===== src/rtl/divide_signed.sv =====
// Multi-cycle signed/unsigned integer divider: restoring shift-subtract on operand
// magnitudes, one quotient bit per cycle, followed by a single sign-fix cycle.
module divide_signed #(
    parameter int W = 32
) (
    input  logic         clk,
    input  logic         rst,
    input  logic [W-1:0] a,
    input  logic [W-1:0] b,
    input  logic         is_signed,
    input  logic         stb,
    output logic         busy,
    output logic         ack,
    output logic [W-1:0] q,
    output logic [W-1:0] r
);

    typedef enum logic [1:0] {
        IDLE,
        RUN,
        FIX
    } state_t;

    localparam int CW = $clog2(W);

    state_t         state;
    state_t         state_nxt;
    logic [CW-1:0]  cnt;
    logic [W:0]     rem;
    logic [W:0]     dvs;
    logic [W-1:0]   quo;
    logic           q_neg;
    logic           r_neg;
    logic           div_zero;

    logic           a_neg;
    logic           b_neg;
    logic [W-1:0]   a_mag;
    logic [W-1:0]   b_mag;
    logic [W:0]     rem_sh;
    logic           take;
    logic [W-1:0]   q_res;
    logic [W-1:0]   r_res;

    assign a_neg = is_signed & a[W-1];
    assign b_neg = is_signed & b[W-1];
    assign a_mag = a_neg ? (~a + 1'b1) : a;
    assign b_mag = b_neg ? (~b + 1'b1) : b;

    // Partial remainder and divisor are W+1 bits so a shifted remainder never overflows.
    assign rem_sh = (rem << 1) | {{W{1'b0}}, quo[W-1]};
    assign take   = (rem_sh >= dvs);

    assign q_res = q_neg ? (~quo + 1'b1) : quo;
    assign r_res = r_neg ? (~rem[W-1:0] + 1'b1) : rem[W-1:0];

    // NOTE: sequential state uses non-blocking assignments so every register samples
    // the pre-edge values of its peers, independent of statement order.
    always_ff @(posedge clk) begin
        if (rst) begin
            state <= IDLE;
        end else begin
            state <= state_nxt;
        end
    end

    // NOTE: state_nxt gets a default first so no path leaves it unassigned (no latch).
    always_comb begin
        state_nxt = state;
        case (state)
            IDLE:    if (stb) state_nxt = RUN;
            RUN:     if (cnt == '0) state_nxt = FIX;
            FIX:     state_nxt = IDLE;
            default: state_nxt = IDLE;
        endcase
    end

    always_comb begin
        busy = (state != IDLE);
    end

    always_ff @(posedge clk) begin
        if (rst) begin
            ack      <= 1'b0;
            q        <= '0;
            r        <= '0;
            cnt      <= '0;
            rem      <= '0;
            dvs      <= '0;
            quo      <= '0;
            q_neg    <= 1'b0;
            r_neg    <= 1'b0;
            div_zero <= 1'b0;
        end else begin
            ack <= 1'b0;
            case (state)
                IDLE: begin
                    if (stb) begin
                        cnt      <= CW'(W - 1);
                        rem      <= '0;
                        quo      <= a_mag;
                        dvs      <= {1'b0, b_mag};
                        q_neg    <= a_neg ^ b_neg;
                        r_neg    <= a_neg;
                        div_zero <= (b == '0);
                    end
                end
                RUN: begin
                    rem <= take ? (rem_sh - dvs) : rem_sh;
                    quo <= {quo[W-2:0], take};
                    cnt <= cnt - 1'b1;
                end
                FIX: begin
                    // A zero divisor leaves the remainder at |a|, so r_res already equals a.
                    q   <= div_zero ? '1 : q_res;
                    r   <= r_res;
                    ack <= 1'b1;
                end
                default: ;
            endcase
        end
    end

endmodule


===== config.mk =====
export PLATFORM = sky130hd
export DESIGN_NAME = divide_signed
export DESIGN_NICKNAME = d
export VERILOG_FILES = /design/src/rtl/divide_signed.sv
export SDC_FILE = /design/constraint.sdc
export NUM_CORES = 1
export LEC_CHECK = 0
export ABC_AREA = 1
export BUFFER_PORTS_ARGS = -buffer_cell sky130_fd_sc_hd__buf_2
export CAP_MARGIN = 20
export CORE_MARGIN = 4
export CORE_UTILIZATION = 55
export DETAILED_ROUTE_END_ITERATION = 10
export PLACE_DENSITY_LB_ADDON = 0.3
export SETUP_SLACK_MARGIN = 0.2
export SLEW_MARGIN = 20
export SYNTH_ARGS = -nofsm -noshare
export SYNTH_HDL_FRONTEND = slang
export SYNTH_SLANG_ARGS = --single-unit
export TNS_END_PERCENT = 20

===== constraint.sdc =====
create_clock -name clk -period 2 [get_ports clk]
set_input_delay 0.1 -clock clk [delete_from_list [all_inputs] [get_ports clk]]
set_output_delay 0.1 -clock clk [all_outputs]
set_load 0.03 [all_outputs]

Yosys cells after proc, flatten, opt, wreduce, memory -nomap -nowiden:

Index checks and enable logic that the tools add are counted.

* register bits after elaboration: 171
* input port bits: 68
* output and inout bits: 66

* add/sub/neg operators: 6
* order comparisons: 1
* eq/ne operators: 4
* muxes and demuxes: 16
* bitwise logic cells: 8
* reduce and logical (&&, ||, !) cells: 8

Operator list (number)
* $mux W32: 8
* $add A32 B1 Y32 const B: 4
* $not A32 Y32: 4
* $pmux W32 S2: 2
* $ge A33 B32 Y1: 1
* $or A33 B1 Y33: 1
* $logic_not A32 Y1: 1
* $sub A32 B32 Y32: 1
* $pmux W5 S2: 1
* $reduce_and A2 Y1: 3
* $logic_not A5 Y1: 1
* $mux W5: 1
* $sub A5 B1 Y5 const B: 1
* $mux W2: 2
* $ne A2 B2 Y1 const B: 2
* $pmux W2 S2: 1
* $reduce_bool A2 Y1: 2
* $and A1 B1 Y1: 2
* $eq A2 B1 Y1 const B: 1
* $eq A2 B2 Y1 const B: 1
* $logic_not A2 Y1: 1
* $mux W1: 1
* $xor A1 B1 Y1: 1

Depth between registers and ports, before layout:

Gate-level depths: netlist (run 1).

* depth in word-level cells: 5
* mapped depth: 16
* mapped depth without buffers: 16

Worst setup path before layout (run 1):

OpenSTA, ideal clock, no wires.

* path kind: register -> register
* start: reg rem[26]
* end: reg rem[0]
* library setup time: 0.114 ns
* arrival time: 1.790 ns
* slack: 0.096 ns
* stages on the path, launching flop included: 13
* cells stage by stage: dfxtp_1 ha_1 nand2_1 inv_1 a21oi_1 nor2_1 nor2_1 nand2_1 nor2_4 buf_2 nand3_1 nand3_1 nand2_1

* word-level cells in the longest chain between the ends: 4

Ends and longest elaborated chain
* from (decl): line 29 `logic [W:0] rem;`
* from (signal assigned): line 109 `rem <= take ? (rem_sh - dvs) : rem_sh;`
* $or A33 B1 Y33: line 51 `assign rem_sh = (rem << 1) | {{W{1'b0}}, quo[W-1]};`
* $ge A33 B32 Y1: line 52 `assign take = (rem_sh >= dvs);`
* $mux W32: line 109
* $pmux W32 S2: line 96 `case (state)`

No other way between the ends.
A chain may end at the register's enable or synchronous reset.

Final worst setup path (run 1):

* start: reg dvs[20]
* end: reg rem[31]

* word-level cells in the longest chain between the ends: 3
* elaborated cells on any way between the ends: 4

Ends and longest elaborated chain
* from (decl): line 30 `logic [W:0] dvs;`
* from (signal assigned): line 102 `dvs <= {1'b0, b_mag};`
* $sub A32 B32 Y32 or $ge A33 B32 Y1 (tied branches): line 109, 52
* $mux W32 (*): line 109
* $pmux W32 S2 (*): line 96

Every way passes the cells marked *; elsewhere a longest branch is shown, timed or not.

==> metrics.md, run 1 <==
| Metric | Value |
|---|---|
| Status | finished, violations left |
| Violated checks | setup timing |
| Clock transition at path regs | 70 ps |
| Internal power | a little under 10 mW |
| RR Endpoint | rem[31] |
| Initial antenna violation count | 0 |
| DRC viols | 0 |
| Initial cell density of the core | 56.2% |
| Drt first pass iters | 8 |
| Routed len/inst | 17.4 um |
| Tmin final | around 2100 ps |
| Hold depth | 3 |
| Avg Cell Area, Syn | ~5.9 um^2 |
| Final HPWL DP | 36,800 um |
| Met3 GRT Util | 5.06% |
| Clk root buf | clkbuf_16 |
| Area of the multi-input gates | 8580 um^2 |
| Port-buffer cells | 133 |
| R2r worst-path depth | 15 |
| Max VDD drop | 0.571 mV |
| CP max FO | 6 |
| GR Util met1 | 46.5% |
| Number of synthesized flops with an enable pin | 0 |
| Switching pwr | 7.83 mW |
| Combinational Power Share | 57.8% |
| Worst setup margin | -149 ps |
| P_leak | 8.57 nW |
| Worst setup path start | dvs[20] |
| Setup CP Type | flop to flop |
| Final TNS setup | -3260 ps |
| Fmax | 0.465 GHz |
| Routability congestion estimate | approximately 1.0 |
| Hold endpoint | quo[15] |
| Share of layout cells above drive strength 1 | 23.3% |
| Yosys Warn Count | 0 |
| WP data arrival | around 2500 ps |
| Fin crit share | 107% |
| Netlist cell types | 49 |
| Final hold viol count | 0 |
| Crit. End Element | flop |
| DR vias | 15,400 |
| Post-Synthesis Cells | 2,152 |
| Starting DRT DRC Count | 1,719 |
| ANT nets after route | 0 |
| Vias in the first global route | ~14,000 |
| Chip height | 161 um |
| Placed instance area | 15,200 um^2 |
| Clock tree buffer depth | 2 |
| Pin count of the biggest net entering global routing | 51 |
| Startpoint types | flop |
| Sw Ratio | 44.4% |
| Std cell rows | 55 |
| Min-delay worst type | input port to flop |
| Via density per instance | 5.58 |
| CTS Sinks | 171 |
| DIE AREA | about 26,000 um^2 |
| Most frequent cells in the layout | nand2_1, inv_1, nor2_1 |
| Critical Path RT | between 2000 and 2500 ps |
| Fill cells | slightly below 2,000 |
| Register bit total from synthesis | 171 |
| Core area | 22,800 um^2 |
| Syn_nets | 2,259 |
| Commonest non-fill, non-tap cell in the layout | nand2_1 |
| Clock group share of total power | 19.0% |
| # diodes | 0 |
| Slew HR | 63.3% |
| CTS tree | done |
| GRT busiest layer | met2 |
| Slew @ Worst Pin | roughly 550 ps |
| Chip width | 161 um |
| Async set or reset register ratio after synthesis | 0% |
| Boundary pin count | between 100 and 150 |
| Seq/Total Area, Yosys | between 20% and 30% |
| Main synth FF type | dfxtp_1 |
| Worst R2R Start | dvs[20] |
| TritonCTS buffer count | 17 |
| Worst R2R Setup Slack | -150 ps |
| Reg area | 3480 um^2 |
| Seq pwr share | a little under a quarter |
| Post-Synthesis Cell Area | between 10,000 and 15,000 um^2 |
| Worst Skew | around 13 ps |
| Clock Latency Late Sink | 440 ps |
| Final setup viols | 33 |
| First-pass GRT wire length | about 75,000 um |
| Total track usage | 35.8% |
| Final core occ | 73.5% |
| Max Slew Vio Count | 0 |
| CTS HTree Levels | 4 |
| Total Power | roughly 18 mW |
| PD cells | 1050 nW/um^2 |
| Met2 Use GR | between 50 and 60% |
| Final nets | about 2,500 |
| Dpl ws | -151 ps |
| Non-Filler Cell Area, Final | 16,700 um^2 |
| Hold_sp | a[15] |
| RSZ-0062 raised after global routing | true |
| Area grow syn2layout | 30.9% |
| DRT Wirelength | 48,100 um |
| Max cap viols | 0 |
| Remaining Overflow, GRT | 0 |
## area by class of cell
class / count / share of cell area, %
flip-flops and latches: 171 / 20.8
well taps: 313 / 2.34
clock buffers: 19 / 2.64
inverters: 340 / 7.67
multi-input cells: 1570 / 51.2
clock inverters: 13 / 0.792
repair buffers: 333 / 14.6
## power by group through the flow
stage | Combinational (mW) | Clock, mW | Sequential, mW
floorplan | 5.15 | 0 | 4.15
global placement | 8.21 | 0 | 4.10
detailed placement | 8.31 | 0 | 4.11
CTS | 9.25 | 3.36 | 4.08
global route | 11.0 | 3.49 | 4.11
finish | 10.2 | 3.35 | 4.10
## flip-flops by register name, indices dropped and copies added (netlist names)
name	flops
ack	1
cnt	5
div_zero	1
dvs	32
q	32
q_neg	1
quo	32
r	32
r_neg	1
rem	32
state	2
## per-layer routing
| layer | part of all wire, % | up-vias |
|---|---|---|
| li1 | - | 7419 |
| met5 | 0 | - |
| met3 | 8.6 | 151 |
| met4 | 4.7 | 0 |
| met1 | 41 | 6989 |
| met2 | 46 | 846 |
## timing repair
item                                    4_1_cts  5_1_grt
endpoints found under the hold margin        11        0
endpoints found under the setup margin       53       83
gates cloned                                  3        3
hold buffers                                 11        0
buffers inserted                              8        7
gates resized for setup                     130       48
pin swaps                                    13       25
## cells in the mapped netlist, drive strengths merged, types with 4 or more instances
library cell,n,area [um^2]
nand3b,17,128
a21oi,95,475
and2,8,52.6
o221ai,18,158
o21bai,6,45.0
o211ai,12,90.1
a31oi,10,62.6
o21ai,127,636
nor4,5,31.3
nand3,189,956
clkbuf,53,199
xnor2,21,184
nor3,34,198
dfxtp,171,3420
a22oi,18,135
buf,18,106
ha,38,475
nand4,24,150
inv,338,1270
xor2,58,508
nand2,604,2290
or2,4,25.0
nor2,264,1030
## cells by family (layout without fill, tap and decap cells)
group / Yosys count / in the layout / synth area share (%)
xor+xnor: 79 / 79 / 5.41
simple gates: 1150 / 1150 / 38.1
compound gates: 301 / 301 / 13.4
flops: 171 / 171 / 26.8
mux: 1 / 1 / 0.0782
buf+inv: 411 / 705 / 12.4
fa+ha+maj: 39 / 39 / 3.87
## critical path: stages (launching register included)
cell	delay, ps
dfxtp_2	360
inv_4	60
ha_4	290
nand2_4	70
nor2_4	110
inv_2	50
nor2_4	130
nand2_4	70
nor3_4	180
nor2_4	60
buf_12	140
nand2_8	120
clkbuf_16	170
nand2_2	60
nand3_1	80
nand2_1	60
## worst max path at each step
stage	slack, ps	depth (start not counted)	endpoint
floorplan	200	14	rem[26]
global placement	-130	13	rem[20]
detailed placement	-150	13	rem[24]
CTS	-60	15	rem[21]
global route	-240	16	rem[30]
finish	-150	15	rem[31]
## through the flow
stage | hold slack, ps | std cells
2_1_floorplan | 242 | 2152
3_3_place_gp | 377 | 2695
3_5_place_dp | 377 | 2695
4_1_cts | 6.22 | 2749
5_1_grt | 33.3 | 2759
6_report | 8.48 | 2759
No activity file was read; power rests on OpenSTA's default activity.
==> run 2: changes to the inputs <==
==> constraint.sdc (replaced) <==
create_clock -name clk -period 2 [get_ports clk]
set_input_delay 0.4 -clock clk [delete_from_list [all_inputs] [get_ports clk]]
set_output_delay 0.4 -clock clk [all_outputs]
set_load 0.03 [all_outputs]
==> run 2 against run 1 <==
Net effect:
- worst hold slack improved by 210 ps
- routed wire length fell by 1.5%
- non-clock buffer count rose by 3
- combinational power fell by 5%
- design area rose by 0.26%
- worst setup slack improved by 54 ps
- the flow still finishes with violations (setup timing)
- sequential share of layout area fell by 0.062 points
- total power fell by 2.0%
==> metrics.md, run 2 (synthesis gave the netlist of run 1 again) <==
| Metric | Value |
|---|---|
| Status | finished, violations left |
| Violated checks | setup timing |
| DRT Wirelength | approximately 47,000 um |
| Chip height | about 160 um |
| Total track usage | 35.2% |
| Clk root buf | clkbuf_16 |
| GR Util met1 | between 40 and 50% |
| P_leak | 8.53 nW |
| Switching pwr | 7.86 mW |
| Boundary pin count | 134 |
| Max cap viols | 0 |
| Clock tree buffer depth | 2 |
| Reg area | 3480 um^2 |
| Routed len/inst | approximately 17 um |
| TritonCTS buffer count | 17 |
| Clock Latency Late Sink | 450 ps |
| Pin count of the biggest net entering global routing | 56 |
| Worst Skew | 16.1 ps |
| Combinational Power Share | 55.9% |
| DIE AREA | about 26,000 um^2 |
| Slew @ Worst Pin | 481 ps |
| RSZ-0062 raised after global routing | true |
| Via density per instance | 5.54 |
| Area of the multi-input gates | just under 9000 um^2 |
| CTS Sinks | 171 |
| Final hold viol count | 0 |
| DR vias | 15,300 |
| Max VDD drop | 0.671 mV |
| Fin crit share | 105% |
| Initial antenna violation count | 0 |
| Met3 GRT Util | 5.49% |
| Startpoint types | flop |
| Initial cell density of the core | a little under three fifths |
| Std cell rows | 55 |
| # diodes | 0 |
| Hold_ws | about 220 ps |
| WP data arrival | 2440 ps |
| Dpl ws | -279 ps |
| CTS HTree Levels | 4 |
| CTS tree | done |
| Final core occ | 73.7% |
| Remaining Overflow, GRT | 0 |
| Fmax | 0.477 GHz |
| Placed instance area | 15,300 um^2 |
| Final setup viols | 33 |
| ANT nets after route | 0 |
| Slew HR | between 60% and 70% |
| Non-Filler Cell Area, Final | 16,800 um^2 |
| Sw Ratio | ~45% |
| Min-delay worst type | input port to flop |
| Most frequent cells in the layout | nand2_1, inv_1, nor2_1 |
| PD cells | 1030 nW/um^2 |
| Fill cells | just under 2,000 |
| Chip width | 161 um |
| Internal power | 9.43 mW |
| GRT busiest layer | met2 |
| Met2 Use GR | 59.7% |
| Critical Path RT | 2340 ps |
| CP max FO | 8 |
| First-pass GRT wire length | 73,600 um |
| Tmin final | roughly 2100 ps |
| Vias in the first global route | 14,200 |
| Area grow syn2layout | 31.3% |
| Routability congestion estimate | ~1.0 |
| Drt first pass iters | 6 |
| Worst setup margin | -95.3 ps |
| DRC viols | 0 |
| Final HPWL DP | 36,400 um |
| Seq pwr share | 23.7% |
| Core area | ~23,000 um^2 |
| Max Slew Vio Count | 0 |
| Crit. End Element | flop |
| Share of layout cells above drive strength 1 | 24.9% |
| Final nets | roughly 2,500 |
| Starting DRT DRC Count | between 1,500 and 2,000 |
| Setup CP Type | flop to flop |
| Commonest non-fill, non-tap cell in the layout | nand2_1 |
| Clock transition at path regs | 80 ps |
| Clock group share of total power | 20.4% |
| Port-buffer cells | 133 |
[run 2: power groups by stage]
| stage | Sequential, mW | Combinational [mW] | Clock [mW] |
|---|---|---|---|
| final | 4.10 | 9.67 | 3.53 |
| after global routing | 4.12 | 10.5 | 3.67 |
| after CTS | 4.06 | 8.61 | 3.53 |
| after detailed placement | 4.11 | 8.19 | 0 |
| after global placement | 4.10 | 8.06 | 0 |
| after floorplan | 4.15 | 5.15 | 0 |
[run 2: worst max-delay path, stage by stage (launching register included)]
cell       delay, ps
dfxtp_2          340
inv_4             60
ha_4             300
nand2_4           80
nor2_4           120
inv_2             60
nor2_4           100
nand2_2           90
nor3_4           210
nor2_4            60
buf_12           140
nand2_8           90
clkbuf_16        160
nand2_2           50
nand3_2           50
nand2_1           70
[run 2: timing repair]
item,CTS,global route
hold buffers,0,0
pin swaps,11,35
setup buffers,3,13
cloned,0,2
endpoints found under the setup margin,52,76
resized for setup,101,119
[run 2: cell type report]
class / instances / area share [%]
Tap cell: 313 / 2.33
Timing Repair Buffer: 336 / 13.9
Inverter: 340 / 7.65
Multi-Input combinational cell: 1570 / 51.6
Clock inverter: 15 / 1.26
Sequential cell: 171 / 20.7
Clock buffer: 17 / 2.53
[run 2: metrics by stage]
stage | cells | TNS (ps) | power [mW]
after floorplan | 2152 | 0 | 9.30
after global placement | 2712 | -3130 | 12.2
after detailed placement | 2712 | -3930 | 12.3
after CTS | 2747 | -6.17 | 16.2
after global routing | 2762 | -5750 | 18.3
final | 2762 | -2080 | 17.3
[run 2: worst paths after layout]
check | start | end | slack (ps) | depth (start not counted)
worst max-delay path | dvs[22] | rem[29] | -100 | 15
worst min-delay path | a[0] | quo[0] | 220 | 3
worst min register to register | cnt[4] | cnt[4] | 470 | 1
worst max register to register | dvs[22] | rem[29] | -100 | 15
[run 2: layer usage]
layer | part of all wire [%] | vias to the layer above
met5 | 0 | -
met4 | 4.9 | 0
met3 | 8.2 | 172
met2 | 46 | 814
met1 | 40 | 6877
li1 | - | 7432
==> run 3: changes to the inputs <==
Settings changed: SKIP_LAST_GASP set to 1.
Clock period 2 ns to 1.8 ns, I/O delays scaled along.
==> run 3 against run 2 <==
Net effect:
- the run still ends with setup timing left
- via count is 5.7% higher
- sequential power up 10%
- worst hold slack worse by 1.5 ps
- sequential cell count stayed put
- non-clock buffer count increased by 121
- final cell count increased by 4.4%
- worst setup slack worse by 310 ps
- register-to-register slack got worse by 310 ps
- global-route usage rose by 1.4 points
- maximum frequency decreased by 5.0%
- core utilization rose by 5.0 points
- combinational power increased by 28%
- critical path type unchanged
- largest power group unchanged
==> metrics.md, run 3 (synthesis gave the netlist of run 1 again) <==
| Metric | Value |
|---|---|
| Status | finished, violations left |
| Violated checks | setup timing |
| Share of layout cells above drive strength 1 | 29.5% |
| RSZ-0062 raised after global routing | true |
| Hold endpoint | quo[16] |
| R2r worst-path depth | 16 |
| DRT Wirelength | 50,000 um |
| Routed len/inst | ~17 um |
| Fmax | 0.453 GHz |
| Tmin final | 2210 ps |
| Clock tree buffer depth | 2 |
| GRT busiest layer | met2 |
| Routability congestion estimate | 0.994 |
| Drt first pass iters | 6 |
| Core area | 22,800 um^2 |
| RR Endpoint | rem[28] |
| DRC viols | 0 |
| Combinational Power Share | 59.2% |
| Total track usage | 36.6% |
| Internal power | between 10 and 15 mW |
| Most frequent cells in the layout | nand2_1, buf_4, inv_1 |
| Chip width | 161 um |
| Initial cell density of the core | a little under three fifths |
| CP Cell Sequence | inv_4 -> ha_4 -> inv_4 -> nor2_4 -> inv_2 -> nor2_2 -> inv_2 -> nor2_1 -> nor2_1 -> nand2_2 -> nor2_4 -> buf_6 -> buf_12 -> nand3_1 -> nand3_1 -> nand2_1 |
| Reg area | between 3000 and 4000 um^2 |
| Via density per instance | between 5 and 6 |
| Remaining Overflow, GRT | 0 |
| Fin crit share | 123% |
| Worst setup margin | -407 ps |
| Hold depth | 4 |
| TritonCTS buffer count | 17 |
| DIE AREA | approximately 26,000 um^2 |
| WP data arrival | ~2500 ps |
| CTS Sinks | around 170 |
| Initial antenna violation count | 0 |
| Seq pwr share | 21.6% |
| Max VDD drop | 0.762 mV |
| CTS HTree Levels | 4 |
| CP max FO | 8 |
| Cts hold-fix bufs | 0 |
| Std cell rows | 55 |
| Critical Path RT | 2130 ps |
| First-pass GRT wire length | 77,000 um |
| Final HPWL DP | 37,300 um |
| GR Util met1 | between 40 and 50% |
| Area grow syn2layout | 40.2% |
| Starting DRT DRC Count | 1,799 |
| Startpoint types | flop |
| Clk root buf | clkbuf_16 |
| Pin count of the biggest net entering global routing | 63 |
| Dpl ws | -313 ps |
| Commonest non-fill, non-tap cell in the layout | nand2_1 |
| # diodes | 0 |
| Max Slew Vio Count | 0 |
| Hold_sp | a[16] |
| Final setup viols | 47 |
| ANT nets after route | 0 |
| Crit. End Element | flop |
| Min-delay worst type | input port to flop |
| Hold_ws | 217 ps |
| Clock Latency Late Sink | 450 ps |
| Setup CP Type | flop to flop |
| Chip height | ~160 um |
| Worst Skew | between 15 and 20 ps |
| Max cap viols | 0 |
| Boundary pin count | 134 |
| Vias in the first global route | 15,200 |
| Met2 Use GR | about 62% |
| Worst R2R Start | dvs[31] |
| Switching pwr | 9.29 mW |
| Fill cells | 1,742 |
| Sw Ratio | roughly 44% |
| PD cells | 1170 nW/um^2 |
| Crit-path max cell delay | between 300 and 400 ps |
| DR vias | 16,200 |
| Slew @ Worst Pin | 551 ps |
| Worst R2R Setup Slack | -410 ps |
| Clock transition at path regs | ~80 ps |
| Clock group share of total power | 19.2% |
| CTS tree | done |
| Port-buffer cells | ~130 |
| Met3 GRT Util | approximately 4.4% |
| Final nets | 2,664 |
| P_leak | 9.25 nW |
| Final TNS setup | -12,510 ps |
| Slowest cell on crit path | dfxtp_2 |
| Final hold viol count | 0 |
| Area of the multi-input gates | just under 9000 um^2 |
| Slew HR | 63.2% |
run 3: final cells by class:
| class | instances | share of cell area, % |
|---|---|---|
| well taps | 313 | 2.18 |
| repair buffers | 457 | 18.7 |
| multi-input cells | 1570 | 48.8 |
| clock buffers | 17 | 2.37 |
| flip-flops and latches | 171 | 19.5 |
| clock inverters | 15 | 1.23 |
| inverters | 340 | 7.24 |
run 3: routing by layer:
layer,wire length [um],vias up
met1,19900,7404
met5,0,-
met3,3980,205
li1,-,7685
met4,2980,0
met2,23100,876
run 3: worst max path at each step:
stage                     startpoint      end  slack [ps]  cells past startpoint
after floorplan               rem[5]   rem[6]          20                     15
after global placement       dvs[30]  rem[26]        -300                     12
after detailed placement     dvs[22]  rem[20]        -310                     15
after CTS                     rem[0]    r[16]        -260                     11
after global routing         dvs[28]  rem[28]        -470                     14
final                        dvs[31]  rem[28]        -410                     16
run 3: power by group through the flow:
stage | registers [mW] | clock network, mW | logic [mW]
detailed placement | 4.55 | 0 | 9.77
CTS | 4.50 | 4.00 | 11.0
global route | 4.56 | 4.19 | 13.3
finish | 4.53 | 4.02 | 12.4
floorplan | 4.62 | 0 | 5.77
global placement | 4.54 | 0 | 9.61
run 3: repair_timing:
item | in CTS | in global routing
buffers inserted | 17 | 11
cloned | 3 | 2
pin swaps | 24 | 43
endpoints found under the setup margin | 85 | 138
resized for setup | 129 | 113
run 3: worst max-delay path, delay by kind of cell, from the launching register on:
kind                     cells  cell delay (ps)
AND/OR/NAND/NOR              9              930
adder cells (fa/ha/maj)      1              250
buffers and inverters        6              560
flip-flops                   1              360
run 3: through the flow:
stage               total power, mW  instance area [um^2]  util [%]  instances
floorplan                      10.4                 13200         -       2152
global placement               14.1                 16200      71.1       2818
detailed placement             14.3                 16200      71.1       2818
CTS                            19.5                 17500      76.7       2870
global route                   22.0                 17900      78.8       2883
finish                         21.0                 17900      78.8       2883
